## src/rtl/bram_port_arbiter.sv

```systemverilog
// Two-requester round-robin front end for a single-port word BRAM.
// Registers the BRAM controls and routes read data / address errors back two cycles after grant.
module bram_port_arbiter #(
    parameter int MAX_WORD = 10000,
    parameter int DW       = 32
) (
    input  logic          clk,
    input  logic          rst,
    input  logic          r0_valid,
    output logic          r0_ready,
    input  logic          r0_we,
    input  logic [31:0]   r0_addr,
    input  logic [DW-1:0] r0_wdata,
    output logic          r0_rvalid,
    output logic [DW-1:0] r0_rdata,
    output logic          r0_err,
    input  logic          r1_valid,
    output logic          r1_ready,
    input  logic          r1_we,
    input  logic [31:0]   r1_addr,
    input  logic [DW-1:0] r1_wdata,
    output logic          r1_rvalid,
    output logic [DW-1:0] r1_rdata,
    output logic          r1_err,
    output logic          bram_en,
    output logic [3:0]    bram_wen,
    output logic [31:0]   bram_addr,
    output logic [DW-1:0] bram_din,
    input  logic [DW-1:0] bram_dout
);

    logic          last_q, last_d;
    logic          gnt0, gnt1, hs, sel, sel_we, addr_ok;
    logic [31:0]   sel_addr;
    logic [DW-1:0] sel_wdata;

    logic          en_q, en_d;
    logic [3:0]    wen_q, wen_d;
    logic [31:0]   addr_q, addr_d;
    logic [DW-1:0] din_q, din_d;

    // Response pipeline: stage 1 is the issue cycle, stage 2 is the data-return cycle.
    logic [2:1] vld_q, id_q, rd_q, err_q;

    always_comb begin
        gnt0      = r0_valid & (~r1_valid | last_q);
        gnt1      = r1_valid & (~r0_valid | ~last_q);
        r0_ready  = gnt0 & rst;
        r1_ready  = gnt1 & rst;
        hs        = r0_ready | r1_ready;
        sel       = r1_ready;
        sel_we    = sel ? r1_we    : r0_we;
        sel_addr  = sel ? r1_addr  : r0_addr;
        sel_wdata = sel ? r1_wdata : r0_wdata;
        addr_ok   = (sel_addr[1:0] == 2'b00) && ({2'b00, sel_addr[31:2]} <= 32'(MAX_WORD));
    end

    always_comb begin
        last_d = last_q;
        en_d   = 1'b0;
        wen_d  = 4'b0000;
        addr_d = addr_q;
        din_d  = din_q;
        if (hs) begin
            last_d = sel;
            if (addr_ok) begin
                en_d   = 1'b1;
                wen_d  = sel_we ? 4'b1111 : 4'b0000;
                addr_d = sel_addr;
                din_d  = sel_wdata;
            end
        end
    end

    always_ff @(posedge clk or negedge rst) begin
        if (!rst) begin
            last_q <= 1'b1;
            en_q   <= 1'b0;
            wen_q  <= 4'b0000;
            addr_q <= '0;
            din_q  <= '0;
            vld_q  <= '0;
            id_q   <= '0;
            rd_q   <= '0;
            err_q  <= '0;
        end else begin
            last_q   <= last_d;
            en_q     <= en_d;
            wen_q    <= wen_d;
            addr_q   <= addr_d;
            din_q    <= din_d;
            vld_q[1] <= hs;
            id_q[1]  <= sel;
            rd_q[1]  <= ~sel_we;
            err_q[1] <= ~addr_ok;
            vld_q[2] <= vld_q[1];
            id_q[2]  <= id_q[1];
            rd_q[2]  <= rd_q[1];
            err_q[2] <= err_q[1];
        end
    end

    assign bram_en   = en_q;
    assign bram_wen  = wen_q;
    assign bram_addr = addr_q;
    assign bram_din  = din_q;

    assign r0_rvalid = vld_q[2] & rd_q[2] & ~err_q[2] & ~id_q[2];
    assign r1_rvalid = vld_q[2] & rd_q[2] & ~err_q[2] &  id_q[2];
    assign r0_err    = vld_q[2] & err_q[2] & ~id_q[2];
    assign r1_err    = vld_q[2] & err_q[2] &  id_q[2];
    assign r0_rdata  = r0_rvalid ? bram_dout : '0;
    assign r1_rdata  = r1_rvalid ? bram_dout : '0;

endmodule

```

## config.mk

```make
export PLATFORM = sky130hd
export DESIGN_NAME = bram_port_arbiter
export DESIGN_NICKNAME = d
export VERILOG_FILES = /design/src/rtl/bram_port_arbiter.sv
export SDC_FILE = /design/constraint.sdc
export NUM_CORES = 1
export LEC_CHECK = 0
export CELL_PAD_IN_SITES_DETAIL_PLACEMENT = 0
export CELL_PAD_IN_SITES_GLOBAL_PLACEMENT = 1
export CORE_MARGIN = 3
export CORE_UTILIZATION = 25
export CTS_CLUSTER_SIZE = 16
export DETAILED_ROUTE_END_ITERATION = 8
export GPL_TIMING_DRIVEN = 0
export PLACE_DENSITY = 0.95
export SLEW_MARGIN = 30
export SYNTH_ARGS = -nofsm -noshare
export SYNTH_HDL_FRONTEND = slang
export SYNTH_SLANG_ARGS = --single-unit
```

## constraint.sdc

```tcl
create_clock -name clk -period 5.6 [get_ports clk]
set_input_delay 0.56 -clock clk [delete_from_list [all_inputs] [get_ports clk]]
set_output_delay 0.56 -clock clk [all_outputs]
set_load 0.02 [all_outputs]
```

==> results of run 1 <==
-- cell usage after synthesis (2+ instances only) --
master	n
o41ai_1	2
buf_1	3
and2_1	83
nor4_1	8
buf_4	3
buf_6	3
mux2_4	20
mux2_2	40
clkbuf_1	10
nor3_1	5
dfrtp_1	74
nand3_1	4
inv_1	3
o21ai_0	3
buf_2	5
nor2_1	4
nand4_1	5
nand2_1	104
-- final cells by class --
type / instances / area, sq um
fill: 1410 / 7680
inverter: 3 / 11.3
clock inverter: 7 / 101
sequential: 75 / 1880
timing repair buffer: 305 / 3070
clock buffer: 9 / 225
tap: 211 / 264
buffer: 24 / 130
multi-input combinational: 286 / 1890
-- per-stage QoR --
step           instances  hold WS [ns]  instance area [sq um]
2_1_floorplan        388         0.264                   3910
3_3_place_gp         903         0.335                   7220
3_5_place_dp         904         0.343                   7250
4_1_cts              920        0.0266                   7570
5_1_grt              920        0.0273                   7570
6_report             920        0.0370                   7570
-- sequential cells by signal (all words and copies together), names as in the netlist --
signal	cells
rd_q	2
id_q	2
bram_en	1
bram_wen	1
bram_addr	32
err_q	2
bram_din	32
vld_q	2
last_q	1
-- final timing paths --
check / from / endpoint / slack [ns] / cells after the start
min reg2reg: vld_q[1] / vld_q[2] / 0.35 / 0
min: rst / bram_din[20] / 0.04 / 1
min in group clk: vld_q[1] / vld_q[2] / 0.35 / 0
max: rst / r1_ready / 2.05 / 7
max reg2reg: last_q / bram_addr[10] / 3.34 / 8
max in group asynchronous: rst / last_q / 4.97 / 2
-- power by group --
group / total (mW) / leakage, nW / switching [mW] / internal, mW
logic: 0.206 / 2.22 / 0.0745 / 0.131
registers: 0.551 / 1.02 / 0.00358 / 0.547
clock network: 0.634 / 0.152 / 0.241 / 0.393
-- per-layer routing --
metal / vias to the layer above / global-route usage [%] / part of all wire [%]
li1: 1910 / - / -
met1: 1814 / 19.0 / 40
met2: 187 / 29.7 / 51
met3: 18 / 5.63 / 7.6
met4: 0 / 4.38 / 1.4
met5: - / 0 / 0
-- worst max-delay path: stages --
cell             delay (ns)
buf_6                  0.17
buf_16                 0.31
nand3_1                0.36
inv_1                  0.25
buf_2                  0.31
buf_2                  0.32
clkdlybuf4s50_1        0.66
-- logic make-up (layout without fill, tap and decap cells) --
group                  count (synthesis)  count (layout)  synth area share [%]
and+or+nand+nor                      216             216                  27.4
AOI/OAI and AO/OA                      9               9                  1.50
muxes                                 61              61                  19.4
buffers and inverters                 27             348                  3.61
DFF                                   75              75                  48.0
==> results.ini, run 1 <==
[outcome]
status = finished clean

[die]
core_sq_mm = 0.0153
fp.dieH_microns = 131
start_util_pct = 25.6
dieArea_sq_mm = 0.0172
rows = 45
ioPinCount = 305
die_w_microns = 131

[synth]
synthCells = 388
avgSynthCellArea_sq_um = 10.1
ys_types = 27
synth_top_cell_by_area = dfrtp_1
ys_ff_latch = 75
ys.warnings.count = 0
synth_flop_cell = dfrtp_1
synth_top_area_share_pct = 47.3
ys_seq_area_share_pct = 48.0
async_flop_share_pct = 100
synth_area_leaders = dfrtp_1 47%, and2_1 13%, mux2_2 12%, nand2_1 10%, mux2_4 7.7%
synth-edff-count = 0
syn-num-nets = 554
netlist_area_sq_mm = 0.00391

[drt]
drt_first_iter_violations = 90
wl_microns = 14700
via_per_inst = 4.27
dr_total_vias = 3929
post_drt_wl_per_cell_microns = 16.0
first_pass_iters = 4
drc = 0
ant_nets = 0

[final_layout]
finalCoreUtilization_pct = 49.6
final_cell_mix = 303 x clkdlybuf4s50_1, 104 x nand2_1, 83 x and2_1, 74 x dfrtp_1, 40 x mux2_2
drive_above_1_share_pct = 12.7
area_growth_pct = 93.6
n_antenna_cell = 0
final_nets = 870
final_common_cell = clkdlybuf4s50_1

[global_route]
grt_max_degree = 66
antenna_found_initial = 0
grt_pass1_wl_microns = 22600
overflow = 0
grt_pass1_vias = 4140
track_usage_pct = 16.6

[job]
drv_cap = 0

[clock_network]
ctsHoldBuffers = 0
cts_made_buffers = 9
clock_latency_ns = 0.34
cts_resized = 0
cts.clk_slew.worst_paths_ns = 0.06
cts_setup_buffers = 0
h-tree-depth = 3
clock-sinks = 75
cts_tree = done
cts_buffer_depth = 2
root_buffer = clkbuf_16

[placed_design]
place_congestion = 0.813
port_buffers = 304
post-place-ws_ns = 1.99
dp_hpwl_microns = 11900

[timing]
relSlewSlack_pct = 54.7
worst_pin_slew_ns = 0.678
period_needed_ns = 3.55
finalHoldViolCount = 0
final_max_slew_viol_count = 0
clock_skew_ns = 0.00465
rsz0062_at_grt = no
fin_ws_ns = 2.05
fmaxAchievable_mhz = 281
timing.final.crit_share_pct = 63.5
setup_viol = 0
fin_tns_setup_ns = 0

[critical_path]
crit_type = in2out
worstPathRequired_ns = 5.04
crit_fanout = 65
arrival_ns = 2.99
cp-end-kind = primary output
cp-start-kind = input port

[power]
power_leakage_nw = 3.39
power.density_mw_per_mm2 = 184
p_total_mw = 1.39
vdd_drop_max_v = 0.000147

[min_path]
hp-class = in2async

No activity file was read; power rests on OpenSTA's default activity.
==> run 2, diff against run 1 <==
--- a/config.mk
+++ b/config.mk
@@ -8,11 +8,11 @@
 export CELL_PAD_IN_SITES_DETAIL_PLACEMENT = 0
 export CELL_PAD_IN_SITES_GLOBAL_PLACEMENT = 1
 export CORE_MARGIN = 3
-export CORE_UTILIZATION = 25
+export CORE_UTILIZATION = 21
 export CTS_CLUSTER_SIZE = 16
 export DETAILED_ROUTE_END_ITERATION = 8
 export GPL_TIMING_DRIVEN = 0
-export PLACE_DENSITY = 0.95
+export PLACE_DENSITY = 0.87
 export SLEW_MARGIN = 30
 export SYNTH_ARGS = -nofsm -noshare
 export SYNTH_HDL_FRONTEND = slang
==> constraint.sdc (replaced) <==
create_clock -name clk -period 3 [get_ports clk]
set_input_delay 0.3 -clock clk [delete_from_list [all_inputs] [get_ports clk]]
set_output_delay 0.3 -clock clk [all_outputs]
set_load 0.02 [all_outputs]
==> run 2 against run 1 <==
  * Global-route usage is 2.3 points lower
  * Critical endpoint unchanged
  * Non-clock buffer count rose by 7
  * Utilization down 7.1 points
==> results.ini, run 2 (synthesis results as in run 1) <==
[final_layout]
nFillCells = 1804  ; +28%
drive_above_1_share_pct = 13.4  ; +0.71 points
seq_area_sq_mm = 0.00188  ; unchanged
multiInputGateArea_sq_mm = 0.00191  ; +0.79%
final_nets = 877  ; +0.80%
finalCoreUtilization_pct = 42.5  ; -7.1 points
final_common_cell = clkdlybuf4s50_1
final_cell_mix = 303 x clkdlybuf4s50_1, 104 x nand2_1, 83 x and2_1, 74 x dfrtp_1, 40 x mux2_2
n_antenna_cell = 0  ; unchanged
area_growth_pct = 97.2

[timing]
holdWs_ns = 0.334  ; +0.297 ns
timing.final.crit_share_pct = 92.2
clock_skew_ns = 0.00648  ; +0.00183 ns
worst_pin_slew_ns = 0.518  ; -0.160 ns
setup_viol = 0  ; unchanged
period_needed_ns = 2.77
final_max_slew_viol_count = 0  ; unchanged
relSlewSlack_pct = 65.0  ; +10 points
rsz0062_at_grt = no
fmaxAchievable_mhz = 361
finalHoldViolCount = 0  ; unchanged

[min_path]
min-delay-start = rst
hp-class = in2reg
min_to = vld_q[1]
min_path_cells = 3

[power]
power.density_mw_per_mm2 = 340  ; +85%
p_comb_share_pct = 15.2  ; +0.4 points
internal_power_mw = 2.04  ; +90%
vdd_drop_max_v = 0.000216  ; +47%
switching_power_mw = 0.583  ; +83%
seqPwrFrac_pct = 39.2  ; -0.4 points
power_leakage_nw = 3.44  ; +1.6%
p_sw_share_pct = 22.2  ; -0.67 points
p_clk_share_pct = 45.6  ; about the same

[clock_network]
clock-sinks = 75  ; unchanged
root_buffer = clkbuf_16
cts_setup_buffers = 0  ; unchanged
cts_made_buffers = 9  ; unchanged
cts.clk_slew.worst_paths_ns = 0.06  ; about the same
clock_latency_ns = 0.33  ; about the same
cts_tree = done
h-tree-depth = 3  ; unchanged
cts_buffer_depth = 2  ; unchanged

[outcome]
status = finished clean

[die]
die_w_microns = 142  ; +8.7%
rows = 49  ; +8.9%
core_sq_mm = 0.0181  ; +19%
ioPinCount = 305  ; unchanged
dieArea_sq_mm = 0.0203  ; +18%
start_util_pct = 21.6  ; -4.1 points
fp.dieH_microns = 142  ; +8.7%

[drt]
drc = 0  ; unchanged
via_per_inst = 4.18  ; -2.1%
wl_microns = 15200  ; +3.3%
ant_nets = 0  ; unchanged
dr_total_vias = 3949  ; +0.51%
post_drt_wl_per_cell_microns = 16.0  ; +0.56%
first_pass_iters = 4  ; unchanged
drt_first_iter_violations = 103  ; +14%

[placed_design]
place_congestion = 0.796  ; -2.1%
dp_hpwl_microns = 12500  ; +5.2%
port_buffers = 304  ; unchanged

[critical_path]
crit_type = in2out
worstPathRequired_ns = 2.70  ; -2.34 ns
arrival_ns = 2.47  ; -0.52 ns
crit_fanout = 11  ; -83%
regToRegStartpoint = last_q
ff2ff_path_depth = 8  ; unchanged
reg2reg_slack_ns = 0.85  ; -2.49 ns
cp-start-kind = input port
worstReg2RegEnd = bram_addr[13]
cp-end-kind = primary output

[global_route]
antenna_found_initial = 1  ; +1
grt_pass1_vias = 4040  ; -2.4%
grt_max_degree = 38  ; -42%
track_usage_pct = 14.3  ; -2.3 points
overflow = 0  ; unchanged
grt_pass1_wl_microns = 22300  ; -1.6%

[job]
drv_cap = 0  ; unchanged

-- run 2: changes by cell type in the layout (fill, tap and decap cells not counted), sizes merged --
| cell | change |
|---|---|
| buf | +2 |
| clkinvlp | -1 |
| inv | +2 |
| clkbuf | +2 |
| clkinv | -2 |
| dlygate4sd3 | +4 |
-- run 2: critical path: stages --
cell	delay, ns
clkdlybuf4s50_1	0.45
nand2_1	0.12
nand3_2	0.18
inv_1	0.21
buf_2	0.28
clkbuf_4	0.28
clkdlybuf4s50_1	0.63
-- run 2: final cells by class --
class	instances	share of cell area [%]
inverters	3	0.146
repair buffers	312	41.1
flip-flops and latches	75	24.3
multi-input cells	286	24.7
plain buffers	24	1.72
well taps	229	3.71
clock buffers	10	3.10
clock inverters	6	1.22
-- run 2: worst max path at each step --
stage / from / to / cells after the start
2_1_floorplan: last_q / bram_addr[10] / 8
3_3_place_gp: rst / r1_ready / 6
3_5_place_dp: rst / r1_ready / 7
4_1_cts: vld_q[2] / r1_rdata[4] / 5
5_1_grt: r0_valid / r1_ready / 7
6_report: r0_valid / r1_ready / 7
-- run 2: metal layers --
| metal | vias to the layer above | GRT usage, % | wire length (microns) |
|---|---|---|---|
| met4 | 0 | 4.35 | 172 |
| met2 | 181 | 26.0 | 7840 |
| met3 | 13 | 4.20 | 1160 |
| li1 | 1919 | - | - |
| met5 | - | 0 | 0 |
| met1 | 1836 | 16.0 | 5990 |
-- run 2: timing repair --
item | in CTS | in global routing
gates resized for setup | 2 | 3
endpoints found under the setup margin | 1 | 41
hold buffers | 7 | 0
hold endpoints to repair | 37 | 0
-- run 2: stage by stage --
stage               setup slack (ns)  instance area, sq um  TNS [ns]  power [mW]  std cells
floorplan                       1.16                  3910         0        1.14        388
global placement               -3.55                  7240   -318.32        1.43        921
detailed placement            -0.163                  7260    -0.163        1.43        922
CTS                           0.0947                  7700         0        2.67        945
global route                  0.0366                  7720         0        2.75        945
finish                         0.233                  7720         0        2.62        945
-- run 2: power groups by stage --
stage	clock network [mW]	logic [mW]	registers, mW
after global placement	0	0.383	1.05
after CTS	1.24	0.406	1.03
final	1.20	0.398	1.03
after floorplan	0	0.0974	1.04
after global routing	1.28	0.438	1.03
after detailed placement	0	0.388	1.05
==> run 3, diff against run 2 <==
==> config.mk (replaced) <==
export PLATFORM = sky130hd
export DESIGN_NAME = bram_port_arbiter
export DESIGN_NICKNAME = d
export VERILOG_FILES = /design/src/rtl/bram_port_arbiter.sv
export SDC_FILE = /design/constraint.sdc
export NUM_CORES = 1
export LEC_CHECK = 0
export CORE_MARGIN = 3
export CORE_UTILIZATION = 31
export CTS_BUF_LIST = sky130_fd_sc_hd__clkbuf_8
export CTS_CLUSTER_SIZE = 16
export DETAILED_ROUTE_END_ITERATION = 8
export GPL_TIMING_DRIVEN = 0
export PLACE_DENSITY = 0.89
export SLEW_MARGIN = 30
export SYNTH_ARGS = -nofsm -noshare
export SYNTH_HDL_FRONTEND = slang
export SYNTH_SLANG_ARGS = --single-unit
==> run 3 against run 2 <==
  * Clock power shrank 13%
  * Clock skew up 0.0026 ns
  * Non-clock buffer count shrank 3
  * Utilization rose by 19 points
  * Critical endpoint unchanged
  * Largest cell class unchanged
  * Largest power group unchanged
  * Highest routed layer unchanged
==> results.ini, run 3 (synthesis results as in run 1) <==
[outcome]
status = finished clean

[timing]
worst_pin_slew_ns = 0.572  ; +0.0537 ns
clock_skew_ns = 0.00912  ; +0.00264 ns
rsz0062_at_grt = no
setup_viol = 0  ; unchanged
period_needed_ns = 2.81  ; +0.0455 ns
finalHoldViolCount = 0  ; unchanged
holdWs_ns = 0.0321  ; -0.302 ns
timing.final.crit_share_pct = 93.7  ; +1.5 points
fin_tns_setup_ns = 0  ; unchanged
relSlewSlack_pct = 61.6  ; -3.4 points
final_max_slew_viol_count = 0  ; unchanged
fmaxAchievable_mhz = 356  ; -1.6%

[critical_path]
cp-end-kind = primary output
regToRegStartpoint = last_q
ff2ff_path_depth = 8  ; unchanged
worstReg2RegEnd = bram_din[28]
cp-start-kind = input port
arrival_ns = 2.51  ; +0.04 ns
crit_fanout = 11  ; unchanged
worstPathRequired_ns = 2.70  ; about the same
reg2reg_slack_ns = 0.82  ; -0.03 ns
crit_type = in2out

[power]
p_comb_share_pct = 16.1  ; +0.9 points
p_clk_share_pct = 42.3  ; -3.3 points
p_total_mw = 2.47  ; -5.9%
vdd_drop_max_v = 0.000263  ; +22%
p_sw_share_pct = 21.5  ; -0.75 points
internal_power_mw = 1.94  ; -5.0%
switching_power_mw = 0.530  ; -9.1%
power.density_mw_per_mm2 = 327  ; -3.7%
seqPwrFrac_pct = 41.6  ; +2.4 points
power_leakage_nw = 3.41  ; -1.1%

[clock_network]
clock-sinks = 75  ; unchanged
h-tree-depth = 3  ; unchanged
cts_buffer_depth = 2  ; unchanged
cts_made_buffers = 9  ; unchanged
cts_setup_buffers = 0  ; unchanged
root_buffer = clkbuf_8
clock_latency_ns = 0.34  ; about the same
cts_tree = done
cts.clk_slew.worst_paths_ns = 0.08  ; +0.02 ns

[drt]
post_drt_wl_per_cell_microns = 17.4  ; +8.4%
ant_nets = 0  ; unchanged
dr_total_vias = 4007  ; +1.5%
wl_microns = 15300  ; +1.1%
drt_first_iter_violations = 96  ; -6.8%
via_per_inst = 4.55  ; +8.8%
first_pass_iters = 4  ; unchanged
drc = 0  ; unchanged

[placed_design]
port_buffers = 304  ; unchanged
dp_hpwl_microns = 12700  ; +1.7%
dpl-instance-area_sq_mm = 0.00718  ; -1.1%
place_congestion = 0.957  ; +20%

[global_route]
grtUsageMet1_pct = 23.4  ; +7.3 points
use_met2_pct = 40.8  ; +15 points
track_usage_pct = 21.4  ; +7.1 points
use_met3_pct = 5.60  ; +1.4 points
grt-busiest-layer = met2
grt_pass1_vias = 4340  ; +7.4%
grt_max_degree = 39  ; +2.6%
overflow = 0  ; unchanged
grt_pass1_wl_microns = 23700  ; +6.2%
antenna_found_initial = 0  ; -1

[die]
die_w_microns = 118  ; -17%
dieArea_sq_mm = 0.0140  ; -31%
ioPinCount = 305  ; unchanged
core_sq_mm = 0.0122  ; -33%
fp.dieH_microns = 118  ; -17%
rows = 40  ; -18%
start_util_pct = 32.2  ; +11 points

[final_layout]
nFillCells = 986  ; -45%
final_cell_mix = 303 x clkdlybuf4s50_1, 104 x nand2_1, 83 x and2_1, 74 x dfrtp_1, 40 x mux2_2
area_growth_pct = 92.6
finish.instance_area_sq_mm = 0.00754  ; -2.4%
n_antenna_cell = 0  ; unchanged
final_nets = 874  ; -0.34%
drive_above_1_share_pct = 13.2  ; -0.22 points
final_common_cell = clkdlybuf4s50_1

[min_path]
hp-class = in2async

[job]
drv_cap = 0  ; unchanged

run 3: cell types whose count changed in the layout (fill, tap and decap cells not counted), sizes merged:
cell and change:
dlygate4sd3 -3, bufinv +2, inv -2, buf +1, clkbuf -1, clkinv +1, clkinvlp -1
run 3: worst max-delay path by stage:
stage | depth (start not counted) | to | slack (ns) | startpoint
after floorplan | 8 | bram_addr[10] | 1.16 | last_q
after global placement | 6 | r1_ready | -2.98 | rst
after detailed placement | 7 | r1_ready | -0.18 | rst
after CTS | 5 | r1_rdata[6] | 0.11 | vld_q[2]
after global routing | 7 | r1_ready | 0.02 | r0_valid
final | 7 | r1_ready | 0.19 | r0_valid
run 3: cell type report:
cell class / count / area (sq um) / area share, %
Clock buffer: 10 / 138 / 1.83
Sequential cell: 75 / 1880 / 24.9
Multi-Input combinational cell: 286 / 1900 / 25.2
Tap cell: 168 / 210 / 2.79
Timing Repair Buffer: 309 / 3130 / 41.6
Clock inverter: 6 / 134 / 1.78
Buffer: 24 / 133 / 1.76
Inverter: 3 / 11.3 / 0.149
run 3: routing by layer:
layer,wire length [microns],part of all wire [%]
met1,5710,37
met2,8240,54
met3,1130,7.4
met4,239,1.6
met5,0,0
run 3: critical path, cell delays in order:
cell and delay, ns:
clkdlybuf4s50_1 0.46, nand2_1 0.11, nand3_1 0.25, inv_1 0.21
buf_2 0.31, buf_4 0.24, clkdlybuf4s50_1 0.62
run 3: metrics by stage:
stage / worst slack (ns) / std cells / utilization, %
floorplan: 1.16 / 388 / -
global placement: -2.98 / 860 / 58.9
CTS: 0.114 / 881 / 61.9
global route: 0.0205 / 881 / 62.0
finish: 0.188 / 881 / 62.0
detailed placement: -0.175 / 861 / 59.1
run 3: what timing repair did:
item / CTS / global route
hold buffers: 4 / 0
setup endpoints to repair: 1 / 10
cloned: 0 / 0
gates resized for setup: 2 / 1
hold endpoints to repair: 36 / 0
pin swaps: 0 / 0
run 3: power groups by stage:
stage          Clock (mW)  Sequential [mW]  Combinational (mW)
2_1_floorplan           0             1.04              0.0974
3_3_place_gp            0             1.05               0.376
3_5_place_dp            0             1.05               0.386
4_1_cts              1.08             1.03               0.401
5_1_grt              1.11             1.03               0.431
6_report             1.04             1.03               0.397
